==> config.mk <==
export PLATFORM = sky130hd
export DESIGN_NAME = mem_stage_hs
export DESIGN_NICKNAME = d
export VERILOG_FILES = /design/src/rtl/mem_stage_hs.sv
export SDC_FILE = /design/constraint.sdc
export NUM_CORES = 1
export LEC_CHECK = 0
export BUFFER_PORTS_ARGS = -buffer_cell sky130_fd_sc_hd__buf_4
export CAP_MARGIN = 40
export CORE_UTILIZATION = 54
export CTS_CLUSTER_SIZE = 8
export DETAILED_ROUTE_END_ITERATION = 10
export PLACE_DENSITY = 0.87
export SYNTH_ARGS = -nofsm -noshare
export SYNTH_HDL_FRONTEND = slang
export SYNTH_SLANG_ARGS = --single-unit
==> constraint.sdc <==
create_clock -name clk -period 6.3 [get_ports clk]
set_input_delay 0.315 -clock clk [delete_from_list [all_inputs] [get_ports clk]]
set_output_delay 0.315 -clock clk [all_outputs]
set_load 0.05 [all_outputs]
==> src/rtl/mem_stage_hs.sv <==
// MEM stage of the flowCPU MIPS32 pipeline: passes write-back info through and executes
// loads/stores against a req/ack data memory, with lane alignment, extension and misalignment/timeout reporting.
module mem_stage_hs #(
   parameter int unsigned ADDR_W      = 32,
   parameter int unsigned REG_ADDR_W  = 5,
   parameter int unsigned ACK_TIMEOUT = 0
) (
   input  logic                  clk,
   input  logic                  rst,
   input  logic                  in_valid,
   output logic                  in_ready,
   input  logic [REG_ADDR_W-1:0] wd_i,
   input  logic                  wreg_i,
   input  logic [31:0]           wdata_i,
   input  logic [3:0]            memop_i,
   input  logic [ADDR_W-1:0]     addr_i,
   input  logic [31:0]           sdata_i,
   output logic                  mem_req,
   output logic                  mem_we,
   output logic [ADDR_W-1:0]     mem_addr,
   output logic [3:0]            mem_be,
   output logic [31:0]           mem_wdata,
   input  logic                  mem_ack,
   input  logic [31:0]           mem_rdata,
   output logic                  out_valid,
   output logic [REG_ADDR_W-1:0] wd_o,
   output logic                  wreg_o,
   output logic [31:0]           wdata_o,
   output logic                  stall_req,
   output logic                  misalign_o,
   output logic                  timeout_o
);

   typedef enum logic {
      IDLE = 1'b0,
      WAIT = 1'b1
   } stateE;

   typedef enum logic [3:0] {
      OP_NONE = 4'd0,
      OP_LB   = 4'd1,
      OP_LBU  = 4'd2,
      OP_LH   = 4'd3,
      OP_LHU  = 4'd4,
      OP_LW   = 4'd5,
      OP_SB   = 4'd6,
      OP_SH   = 4'd7,
      OP_SW   = 4'd8
   } memOpE;

   localparam logic [31:0] TIMEOUT_LAST = (ACK_TIMEOUT == 0) ? 32'd0 : 32'(ACK_TIMEOUT - 1);

   stateE                  state_q, state_d;
   logic [31:0]            cnt_q, cnt_d;
   logic                   memReq_q, memReq_d;
   logic                   memWe_q, memWe_d;
   logic [ADDR_W-1:0]      memAddr_q, memAddr_d;
   logic [3:0]             memBe_q, memBe_d;
   logic [31:0]            memWdata_q, memWdata_d;
   logic                   outValid_q, outValid_d;
   logic [REG_ADDR_W-1:0]  wd_q, wd_d;
   logic                   wreg_q, wreg_d;
   logic [31:0]            wdata_q, wdata_d;
   logic                   misalign_q, misalign_d;
   logic                   timeout_q, timeout_d;
   logic [REG_ADDR_W-1:0]  pendWd_q, pendWd_d;
   logic                   pendWreg_q, pendWreg_d;
   memOpE                  pendOp_q, pendOp_d;
   logic [1:0]             pendLane_q, pendLane_d;

   logic                   isLoad;
   logic                   isStore;
   logic                   misaligned;
   logic [3:0]             reqBe;
   logic [31:0]            reqWdata;
   logic [31:0]            addrExt;
   logic [ADDR_W-1:0]      wordAddr;
   logic [31:0]            laneShifted;
   logic [15:0]            halfSel;
   logic [31:0]            loadData;

   // Misaligned accesses report the faulting address on the 32-bit write-back bus.
   if (ADDR_W >= 32) begin : gAddrTrunc
      assign addrExt = addr_i[31:0];
   end else begin : gAddrZext
      assign addrExt = {{(32 - ADDR_W){1'b0}}, addr_i};
   end

   assign wordAddr  = {addr_i[ADDR_W-1:2], 2'b00};
   assign in_ready  = (state_q == IDLE);
   assign stall_req = (state_q != IDLE);

   // Decode the incoming op into load/store class, alignment fault and byte-lane request fields.
   always_comb begin
      isLoad     = 1'b0;
      isStore    = 1'b0;
      misaligned = 1'b0;
      reqBe      = 4'b1111;
      reqWdata   = sdata_i;
      case (memop_i)
         4'd1, 4'd2: isLoad = 1'b1;
         4'd3, 4'd4: begin
            isLoad     = 1'b1;
            misaligned = addr_i[0];
         end
         4'd5: begin
            isLoad     = 1'b1;
            misaligned = (addr_i[1:0] != 2'b00);
         end
         4'd6: begin
            isStore  = 1'b1;
            reqBe    = 4'b0001 << addr_i[1:0];
            reqWdata = {4{sdata_i[7:0]}};
         end
         4'd7: begin
            isStore    = 1'b1;
            misaligned = addr_i[0];
            reqBe      = addr_i[1] ? 4'b1100 : 4'b0011;
            reqWdata   = {2{sdata_i[15:0]}};
         end
         4'd8: begin
            isStore    = 1'b1;
            misaligned = (addr_i[1:0] != 2'b00);
         end
         default: ;
      endcase
   end

   // Select and extend the addressed byte/halfword of the returned word using the latched lane.
   always_comb begin
      laneShifted = mem_rdata >> {pendLane_q, 3'b000};
      halfSel     = pendLane_q[1] ? mem_rdata[31:16] : mem_rdata[15:0];
      loadData    = mem_rdata;
      case (pendOp_q)
         OP_LB:   loadData = {{24{laneShifted[7]}}, laneShifted[7:0]};
         OP_LBU:  loadData = {24'd0, laneShifted[7:0]};
         OP_LH:   loadData = {{16{halfSel[15]}}, halfSel};
         OP_LHU:  loadData = {16'd0, halfSel};
         default: loadData = mem_rdata;
      endcase
   end

   // Next-state logic: result pulses default low, everything else holds unless an event updates it.
   always_comb begin
      state_d    = state_q;
      cnt_d      = cnt_q;
      memReq_d   = memReq_q;
      memWe_d    = memWe_q;
      memAddr_d  = memAddr_q;
      memBe_d    = memBe_q;
      memWdata_d = memWdata_q;
      outValid_d = 1'b0;
      wd_d       = wd_q;
      wreg_d     = wreg_q;
      wdata_d    = wdata_q;
      misalign_d = 1'b0;
      timeout_d  = 1'b0;
      pendWd_d   = pendWd_q;
      pendWreg_d = pendWreg_q;
      pendOp_d   = pendOp_q;
      pendLane_d = pendLane_q;

      case (state_q)
         IDLE: begin
            if (in_valid) begin
               if (misaligned) begin
                  outValid_d = 1'b1;
                  misalign_d = 1'b1;
                  wd_d       = wd_i;
                  wreg_d     = 1'b0;
                  wdata_d    = addrExt;
               end else if (isLoad || isStore) begin
                  memReq_d   = 1'b1;
                  memWe_d    = isStore;
                  memAddr_d  = wordAddr;
                  memBe_d    = reqBe;
                  memWdata_d = reqWdata;
                  pendWd_d   = wd_i;
                  pendWreg_d = wreg_i;
                  pendOp_d   = memOpE'(memop_i);
                  pendLane_d = addr_i[1:0];
                  cnt_d      = 32'd0;
                  state_d    = WAIT;
               end else begin
                  outValid_d = 1'b1;
                  wd_d       = wd_i;
                  wreg_d     = wreg_i;
                  wdata_d    = wdata_i;
               end
            end
         end
         WAIT: begin
            if (mem_ack) begin
               memReq_d   = 1'b0;
               outValid_d = 1'b1;
               wd_d       = pendWd_q;
               wreg_d     = memWe_q ? 1'b0 : pendWreg_q;
               wdata_d    = memWe_q ? 32'd0 : loadData;
               state_d    = IDLE;
            end else if ((ACK_TIMEOUT != 0) && (cnt_q == TIMEOUT_LAST)) begin
               memReq_d   = 1'b0;
               outValid_d = 1'b1;
               timeout_d  = 1'b1;
               wd_d       = pendWd_q;
               wreg_d     = 1'b0;
               wdata_d    = 32'd0;
               state_d    = IDLE;
            end else begin
               cnt_d = cnt_q + 32'd1;
            end
         end
         default: state_d = IDLE;
      endcase
   end

   // State and output registers; reset abandons any outstanding request.
   always_ff @(posedge clk or posedge rst) begin
      if (rst) begin
         state_q    <= IDLE;
         cnt_q      <= 32'd0;
         memReq_q   <= 1'b0;
         memWe_q    <= 1'b0;
         memAddr_q  <= '0;
         memBe_q    <= 4'd0;
         memWdata_q <= 32'd0;
         outValid_q <= 1'b0;
         wd_q       <= '0;
         wreg_q     <= 1'b0;
         wdata_q    <= 32'd0;
         misalign_q <= 1'b0;
         timeout_q  <= 1'b0;
         pendWd_q   <= '0;
         pendWreg_q <= 1'b0;
         pendOp_q   <= OP_NONE;
         pendLane_q <= 2'd0;
      end else begin
         state_q    <= state_d;
         cnt_q      <= cnt_d;
         memReq_q   <= memReq_d;
         memWe_q    <= memWe_d;
         memAddr_q  <= memAddr_d;
         memBe_q    <= memBe_d;
         memWdata_q <= memWdata_d;
         outValid_q <= outValid_d;
         wd_q       <= wd_d;
         wreg_q     <= wreg_d;
         wdata_q    <= wdata_d;
         misalign_q <= misalign_d;
         timeout_q  <= timeout_d;
         pendWd_q   <= pendWd_d;
         pendWreg_q <= pendWreg_d;
         pendOp_q   <= pendOp_d;
         pendLane_q <= pendLane_d;
      end
   end

   assign mem_req    = memReq_q;
   assign mem_we     = memWe_q;
   assign mem_addr   = memAddr_q;
   assign mem_be     = memBe_q;
   assign mem_wdata  = memWdata_q;
   assign out_valid  = outValid_q;
   assign wd_o       = wd_q;
   assign wreg_o     = wreg_q;
   assign wdata_o    = wdata_q;
   assign misalign_o = misalign_q;
   assign timeout_o  = timeout_q;

endmodule

Yosys cells after proc, flatten, opt, wreduce, memory -nomap -nowiden:

Cells that the tools add are included.

* equal/unequal tests: 17
* shift operators: 2
* mux-type cells: 43
* bitwise gates (word level): 2
* reduce and logical (&&, ||, !) cells: 9

Operators by type and width (number)
* $mux W32: 5
* $pmux W32 S2: 2
* $pmux W32 S4: 1
* $shr A32 B5 Y8: 1
* $mux W1: 22
* $eq A4 B3 Y1 const B: 5
* $mux W5: 4
* $eq A4 B2 Y1 const B: 4
* $mux W16: 1
* $pmux W1 S2: 5
* $pmux W5 S2: 1
* $eq A4 B1 Y1 const B: 2
* $pmux W4 S2: 1
* $reduce_and A4 Y1: 2
* $ne A2 B2 Y1 const B: 3
* $reduce_or A3 Y1: 2
* $reduce_or A5 Y1: 1
* $eq A4 B4 Y1 const B: 1
* $mux W4: 1
* $shl A1 B2 Y4 const A: 1
* $ne A3 B3 Y1 const B: 1
* $reduce_and A3 Y1: 1
* $ne A2 B1 Y1 const B: 1
* $not A1 Y1: 2
* other kinds (3): 3

* register bits after elaboration: 121
* input bits: 142
* output and inout bits: 113
* word-level logic and storage cells: 88

Depth between registers and ports, before layout:

Gate-level depths: netlist of the first run.

* depth in word-level cells: 8
* mapped depth: 9

Worst setup path after synthesis of the first run:

No wires, ideal clock.

* path type: register to register
* start point: reg state_q (netlist: stall_req)
* end point: reg wdata_q[10] (netlist: wdata_o[10])
* setup time: 141 ps
* arrival time: 2291 ps
* required time: 6159 ps
* path slack: 3868 ps
* cell stages (with the launch flop): 8
* path buffers: 2
* clock period less this slack: 2432 ps
* cell sequence: dfrtp_1 inv_1 nand2_1 a21oi_1 a21o_1 buf_2 clkbuf_1 a31oi_1

* cells in the longest elaborated chain, start to end: 3
* elaborated cells on any way between the ends: 6

RTL lines
* start, declared: line 53 `stateE state_q, state_d;`
* start signal, assigned: line 237 `state_q <= state_d;`
* $not A1 Y1 (no line) (*)
* via in_ready: line 11 `output logic in_ready,`
* $ne A3 B3 Y1 (no line) / $ne A2 B2 Y1 (equally long branches)
* $reduce_and A3 Y1 (no line)
* end signal, assigned: line 247 `wdata_q <= wdata_d;`
* end, declared: line 63 `logic [31:0] wdata_q, wdata_d;`

Mark *: on every way through the listed nets, which the timed path passes. The rest lies on a longest branch.
A chain may end at the register's enable or synchronous reset.

Worst setup path in the final report of the first run:

* start point: reg state_q (netlist: stall_req)
* end point: reg wd_q[0] (netlist: wd_o[0])

* cells in the longest elaborated chain, start to end: 3
* elaborated cells on any way between the ends: 6

RTL lines
* $not A1 Y1 (no line)
* $ne A3 B3 Y1 (no line) / $ne A2 B2 Y1 (equally long branches)
* $reduce_and A3 Y1 (no line)
* end signal, assigned: line 245 `wd_q <= wd_d;`
* end, declared: line 61 `logic [REG_ADDR_W-1:0] wd_q, wd_d;`

Parallel ways exist; a longest one is shown, timed or not.

==> impl_metrics.env, run 1 <==
export IMPL_status="completed"
export IMPL_cts_sinks=121
export IMPL_path_common_cell="buf_4"
export IMPL_fin_crit_sh_pct=43.9
export IMPL_crit_type="flip-flop to flip-flop"
export IMPL_fin_hold_ws_ns=0.0357
export IMPL_max_freq_ghz=0.362
export IMPL_track_usage_pct=33.7
export IMPL_max_vdd_ir_drop_mv=0.277
export IMPL_synth_edf_count=0
export IMPL_critical_path_top_delay_family="buffers and inverters"
export IMPL_drive_gt1_share_pct=44.8
export IMPL_clkPwrFrac_pct=25.6
export IMPL_initial_core_util_pct=55.8
export IMPL_place_inst=1027
export IMPL_clock_latency_ns=0.42
export IMPL_dpl_cell_area_sq_um=8760
export IMPL_cts_setup_buffers=0
export IMPL_root_buffer="clkbuf_16"
export IMPL_first_iter_violations=660
export IMPL_critPathBufInv=3
export IMPL_final_cells=1060
export IMPL_layout_common_cells="buf_4 (258), dfrtp_1 (121), mux2_2 (91)"
export IMPL_finClkSkew_ns=0.00848
export IMPL_slew_viol_final=0
export IMPL_cts_tree="yes"
export IMPL_finalSetupTns_ns=0
export IMPL_cp_max_fo=34
export IMPL_p_total_mw=4.03
export IMPL_p_leak_nw=4.34
export IMPL_tightest_slew_ns=1.10
export IMPL_stdcell_area_sq_um=9420
export IMPL_drv_cap=0
export IMPL_cts_buffers=17
export IMPL_end_kind="flip-flop"
export IMPL_startpoint_type="flip-flop"
export IMPL_rr_startpoint="stall_req$_DFF_PP0_"
export IMPL_grt_pass1_vias=6463
export IMPL_die_x_microns=114
export IMPL_r2r_cells=7
export IMPL_fin_nets=1021
export IMPL_netSwitchingFraction_pct=42.3
export IMPL_num_rows=40
export IMPL_crit_slowest_cell="dfrtp_1"
export IMPL_drt_first_pass_iters=6
export IMPL_drtAntennaViolNets=0
export IMPL_drcViolationCount=0
export IMPL_cp_cell_sequence="inv_1 -> nand2_1 -> a21oi_2 -> buf_4 -> a21o_1 -> buf_4 -> mux2_2"
export IMPL_finalSetupViolations=0
export IMPL_wl_per_cell_microns=20.4
export IMPL_grt_pass1_wl_mm=33.5
export IMPL_seq_area_frac_synth_pct=45.0
export IMPL_rsz0062_at_grt="false"
export IMPL_port_buffers=251
export IMPL_reg2reg_slack_ns=3.54
export IMPL_synth_seq_cells=121
export IMPL_ys_flop_type="dfrtp_1"
export IMPL_critPathMaxStageDelay_ns=0.53
export IMPL_cts_resized=0
export IMPL_cp_depth=7
export IMPL_antenna_found_initial=0
export IMPL_io_pins=255
export IMPL_final_common_cell="buf_4"
export IMPL_yosysWarnings=0
export IMPL_pwr_density_cell_nw_per_um2=428
export IMPL_overflow=0
export IMPL_die_h_microns=114
export IMPL_async_reset_ff_share_pct=100
export IMPL_n_antenna_cell=0
export IMPL_drt_total_wl_mm=21.7
export IMPL_cts_hold_buf=0
export IMPL_core_sq_um=12100
export IMPL_ys_types=49
export IMPL_die_area_sq_um=12900
export IMPL_regToRegEndpoint="wd_o[0]$_DFFE_PP0P_"
export IMPL_p_comb_share_pct=45.2
export IMPL_gp_congestion=0.951
export IMPL_grt_max_degree=64
export IMPL_htree_num_levels=4
export IMPL_area_growth_pct=39.9
export IMPL_vias=6560
export IMPL_syn_area_sq_um=6730
export IMPL_hp_class="input pin to async pin"
export IMPL_worstPathArrival_ns=3.07
export IMPL_internal_power_mw=2.33
export IMPL_seq_power_share_pct=29.2
export IMPL_p_sw_mw=1.70
export IMPL_hold_viol=0
export IMPL_syn_inst=655
export IMPL_vias_per_cell=6.19
export IMPL_slew_headroom_pct=26.6
export IMPL_finalCriticalPeriod_ns=2.76
export IMPL_dp_hpwl_mm=15.5
export IMPL_cp_required_ns=6.60
export IMPL_avgSynthCellArea_sq_um=10.3
export IMPL_clockBufferDepth=2
export IMPL_path_clk_slew_ns=0.05
flip-flops by register name, summed over array words and instances, names as in the netlist:
signal	count
pendLane_q	2
mem_be	4
wd_o	5
out_valid	1
mem_we	1
misalign_o	1
pendWreg_q	1
pendWd_q	5
pendOp_q	4
wreg_o	1
stall_req	1
mem_req	1
mem_addr	30
wdata_o	32
mem_wdata	32
Yosys cell counts, types with 2 or more instances:
cell type / instances / share of area, %
o211ai_1: 17 / 1.9
a21o_1: 35 / 3.9
a31oi_1: 31 / 2.9
mux2_2: 91 / 15
a221oi_1: 4 / 0.52
o31ai_1: 2 / 0.22
nor3_1: 8 / 0.59
o21ai_0: 52 / 3.9
buf_2: 22 / 1.6
buf_4: 5 / 0.56
buf_1: 3 / 0.17
nand2_1: 44 / 2.5
a211oi_1: 34 / 3.8
o221ai_1: 9 / 1.2
a21oi_1: 3 / 0.22
nor2_1: 16 / 0.89
nand3b_1: 2 / 0.22
or2_2: 2 / 0.19
nor2b_1: 5 / 0.46
and2_1: 2 / 0.19
mux2i_1: 25 / 3.7
mux2_1: 7 / 1.2
clkbuf_1: 33 / 1.8
nand2b_1: 4 / 0.37
dfrtp_1: 121 / 45
inv_1: 16 / 0.89
nand3_1: 32 / 2.4
o22ai_1: 9 / 0.84
stage by stage:
step                      worst slack (ns)  utilization, %
after detailed placement              3.48            72.6
after global routing                  3.37            78.1
after floorplan                       2.77               -
after CTS                             3.54            77.9
after global placement                3.08            71.3
final                                 3.54            78.1
layout make-up:
type                            count  area, sq um
Clock buffer                       24          492
Clock inverter                      8          140
Fill cell                         763         2640
Inverter                           16         62.6
Multi-Input combinational cell    456         3380
Sequential cell                   121         3030
Tap cell                          168          210
Timing Repair Buffer              267         2110
worst max path at each step:
stage | endpoint | slack [ns] | startpoint
4_1_cts | wd_o[1]$_DFFE_PP0P_ | 3.54 | stall_req$_DFF_PP0_
5_1_grt | wd_o[3]$_DFFE_PP0P_ | 3.37 | stall_req$_DFF_PP0_
3_3_place_gp | mem_wdata[18]$_DFFE_PP0P_ | 3.08 | memop_i[1]
3_5_place_dp | pendWd_q[0]$_DFFE_PP0P_ | 3.48 | memop_i[1]
2_1_floorplan | mem_addr[10]$_DFFE_PP0P_ | 2.77 | rst
6_report | wd_o[0]$_DFFE_PP0P_ | 3.54 | stall_req$_DFF_PP0_
kinds of logic after synthesis:
logic type	Yosys count	share of synthesized area, %
compound gates	207	20.8
xor+xnor	1	0.130
buf+inv	80	5.17
flops	121	45.0
mux	123	20.1
other cells	1	0.0557
simple gates	122	8.73
per-layer routing:
layer	GRT usage [%]	up-vias	share of wire [%]
met3	7.76	79	8.4
li1	-	2889	-
met2	54.8	387	48
met1	41.8	3205	39
met4	18.5	0	4.5
met5	0	-	0
power by group through the flow:
stage,combinational (mW),clock [mW],sequential (mW)
floorplan,0.526,0,1.85
CTS,1.82,1.04,1.17
finish,1.82,1.03,1.18
detailed placement,1.81,0,1.18
global route,1.90,1.08,1.20
global placement,1.74,0,1.18
Power figures use the tool's default switching activity.
==> run 2, diff against run 1 <==
Settings changed: ABC_AREA from default to 1, CORE_UTILIZATION 54 to 50, PLACE_DENSITY 0.87 to 0.81.
Clock period 6.3 ns to 2.85 ns, I/O delays scaled along.
==> impl_metrics.env, run 2 <==
export IMPL_status="completed"
export IMPL_die_x_microns=119
export IMPL_max_freq_ghz=0.385
export IMPL_finalSetupTns_ns=0
export IMPL_rr_startpoint="stall_req$_DFF_PP0_"
export IMPL_cts_tree="yes"
export IMPL_fin_crit_sh_pct=91.1
export IMPL_syn_inst=1001
export IMPL_min_from="addr_i[20]"
export IMPL_drive_gt1_share_pct=25.1
export IMPL_finClkSkew_ns=0.00719
export IMPL_yosysMostFrequentCell="nand2_1"
export IMPL_finalCriticalPeriod_ns=2.60
export IMPL_startpoint_type="flip-flop"
export IMPL_synth_area_leaders="dfrtp_1 (44%), nand2_1 (23%), o21ai_0 (7.3%)"
export IMPL_seqCellArea_sq_um=3030
export IMPL_async_reset_ff_share_pct=100
export IMPL_worstPathArrival_ns=2.95
export IMPL_hp_class="input pin to flip-flop"
export IMPL_track_usage_pct=35.0
export IMPL_reg2reg_slack_ns=0.25
export IMPL_hold_viol=0
export IMPL_p_comb_share_pct=47.5
export IMPL_path_clk_slew_ns=0.06
export IMPL_final_fill_count=1108
export IMPL_antenna_found_initial=0
export IMPL_multi_input_area_sq_um=3290
export IMPL_tightest_slew_ns=0.997
export IMPL_max_vdd_ir_drop_mv=0.672
export IMPL_post_place_ws_ns=0.269
export IMPL_die_h_microns=119
export IMPL_yosysWarnings=0
export IMPL_seq_area_frac_synth_pct=43.9
export IMPL_synth_top_area_cell="dfrtp_1"
export IMPL_first_iter_violations=613
export IMPL_syn_area_sq_um=6900
export IMPL_clockBufferDepth=2
export IMPL_slew_viol_final=0
export IMPL_die_area_sq_um=14300
export IMPL_internal_power_mw=4.67
export IMPL_synth_edf_count=0
export IMPL_cp_cell_sequence="nor2_1 -> inv_1 -> o21ai_0 -> nor2_4 -> inv_2 -> nand2_1 -> nand2_1"
export IMPL_hold_depth=3
export IMPL_ys_types=29
export IMPL_cts_buffers=17
export IMPL_initial_core_util_pct=51.7
export IMPL_r2r_cells=7
export IMPL_yosysTopAreaCellShare_pct=43.9
export IMPL_n_antenna_cell=0
export IMPL_fin_ws_ns=0.255
export IMPL_drcViolationCount=0
export IMPL_num_rows=42
export IMPL_grt_max_degree=59
export IMPL_pwr_density_cell_nw_per_um2=910
export IMPL_clkPwrFrac_pct=23.4
export IMPL_avgSynthCellArea_sq_um=6.89
export IMPL_overflow=0
export IMPL_cts_sinks=121
export IMPL_regToRegEndpoint="wdata_o[13]$_DFFE_PP0P_"
export IMPL_clock_latency_ns=0.42
export IMPL_p_sw_mw=4.15
export IMPL_gp_congestion=0.933
export IMPL_ys_flop_type="dfrtp_1"
export IMPL_drt_first_pass_iters=6
export IMPL_drtAntennaViolNets=0
export IMPL_finalSetupViolations=0
export IMPL_port_buffers=251
export IMPL_p_leak_nw=5.23
export IMPL_fin_nets=1401
export IMPL_crit_type="flip-flop to flip-flop"
export IMPL_fin_hold_ws_ns=0.00329
export IMPL_end_kind="flip-flop"
export IMPL_dp_hpwl_mm=16.9
export IMPL_min_to="mem_addr[20]$_DFFE_PP0P_"
export IMPL_slew_headroom_pct=33.5
export IMPL_cts_setup_buffers=0
export IMPL_drv_cap=0
export IMPL_wl_per_cell_microns=16.9
export IMPL_crit_slowest_cell="o21ai_0"
export IMPL_vias=7744
export IMPL_cp_max_fo=39
export IMPL_root_buffer="clkbuf_16"
export IMPL_seq_power_share_pct=29.1
export IMPL_htree_num_levels=4
export IMPL_final_common_cell="nand2_1"
export IMPL_synth_seq_cells=121
export IMPL_drt_total_wl_mm=24.5
export IMPL_ys_top_cells_by_count="nand2_1 (432), dfrtp_1 (121), o21ai_0 (101), inv_1 (71), nand3_1 (66)"
export IMPL_critPathMaxStageDelay_ns=0.59
export IMPL_netSwitchingFraction_pct=47.1
export IMPL_cp_required_ns=3.21
export IMPL_grt_pass1_vias=7272
export IMPL_vias_per_cell=5.35
export IMPL_area_growth_pct=40.5
export IMPL_io_pins=255
export IMPL_core_sq_um=13300
export IMPL_rsz0062_at_grt="false"
export IMPL_layout_common_cells="nand2_1 (432), buf_4 (264), dfrtp_1 (121)"
export IMPL_grt_pass1_wl_mm=38.3
export IMPL_path_common_cell="nand2_1"
run 2: cell types whose count changed after synthesis, moves of 49 or more:
cell / previous run / this run
mux2_2: 91 / 0
inv_1: 16 / 71
nand2_1: 44 / 432
o21ai_0: 52 / 101
run 2: routing by layer:
| metal | vias to the layer above | GRT usage, % | wire [microns] |
|---|---|---|---|
| li1 | 3677 | - | - |
| met1 | 3593 | 44.9 | 9830 |
| met2 | 426 | 55.7 | 11600 |
| met3 | 48 | 9.91 | 2340 |
| met4 | 0 | 13.4 | 724 |
| met5 | - | 0 | 0 |
run 2: area by class of cell:
class | count | area share (%)
multi-input combinational | 746 | 33.9
sequential | 121 | 31.2
timing repair buffer | 294 | 23.7
clock buffer | 18 | 4.53
inverter | 79 | 3.10
tap | 176 | 2.27
clock inverter | 14 | 1.26
run 2: logic make-up after synthesis:
family,share of synthesized area [%]
AOI/OAI and AO/OA,11.3
buffers and inverters,8.70
DFF,43.9
other,0.0543
and+or+nand+nor,36.0
run 2: per-stage QoR:
stage / utilization (%) / power (mW) / cell area [sq um] / std cells
final: 72.7 / 8.82 / 9700 / 1448
after global routing: 72.7 / 9.25 / 9700 / 1448
after CTS: 72.6 / 8.77 / 9690 / 1447
after detailed placement: 66.3 / 6.67 / 8850 / 1387
after global placement: 66.3 / 6.62 / 8850 / 1387
after floorplan: - / 5.37 / 6910 / 1003
run 2: worst max-delay path by stage:
stage,from,endpoint,slack [ns],cells past startpoint
5_1_grt,stall_req$_DFF_PP0_,wdata_o[3]$_DFFE_PP0P_,0.02,7
3_5_place_dp,stall_req$_DFF_PP0_,wdata_o[6]$_DFFE_PP0P_,0.27,7
4_1_cts,memop_i[0],wdata_o[30]$_DFFE_PP0P_,0.15,10
2_1_floorplan,stall_req$_DFF_PP0_,wdata_o[13]$_DFFE_PP0P_,1.05,6
6_report,stall_req$_DFF_PP0_,wdata_o[13]$_DFFE_PP0P_,0.25,7
3_3_place_gp,stall_req$_DFF_PP0_,wdata_o[15]$_DFFE_PP0P_,0.36,7
run 2: power by group through the flow:
stage / logic, mW / registers, mW / clock network, mW
final: 4.19 / 2.56 / 2.07
after CTS: 4.16 / 2.55 / 2.06
after global routing: 4.46 / 2.62 / 2.16
after floorplan: 1.30 / 4.06 / 0
after detailed placement: 4.11 / 2.56 / 0
after global placement: 4.06 / 2.56 / 0
run 2: repair_timing:
action	4_1_cts	5_1_grt
setup endpoints to repair	0	35
hold endpoints to repair	50	0
gates resized for setup	0	0
hold buffers	28	0
run 2: critical path: cells and delay by family, from the launching register on:
kind | cells | cell delay [ns]
AO/OA/AOI/OAI | 1 | 0.59
buffers and inverters | 2 | 0.64
flip-flops | 1 | 0.51
AND/OR/NAND/NOR | 4 | 0.77
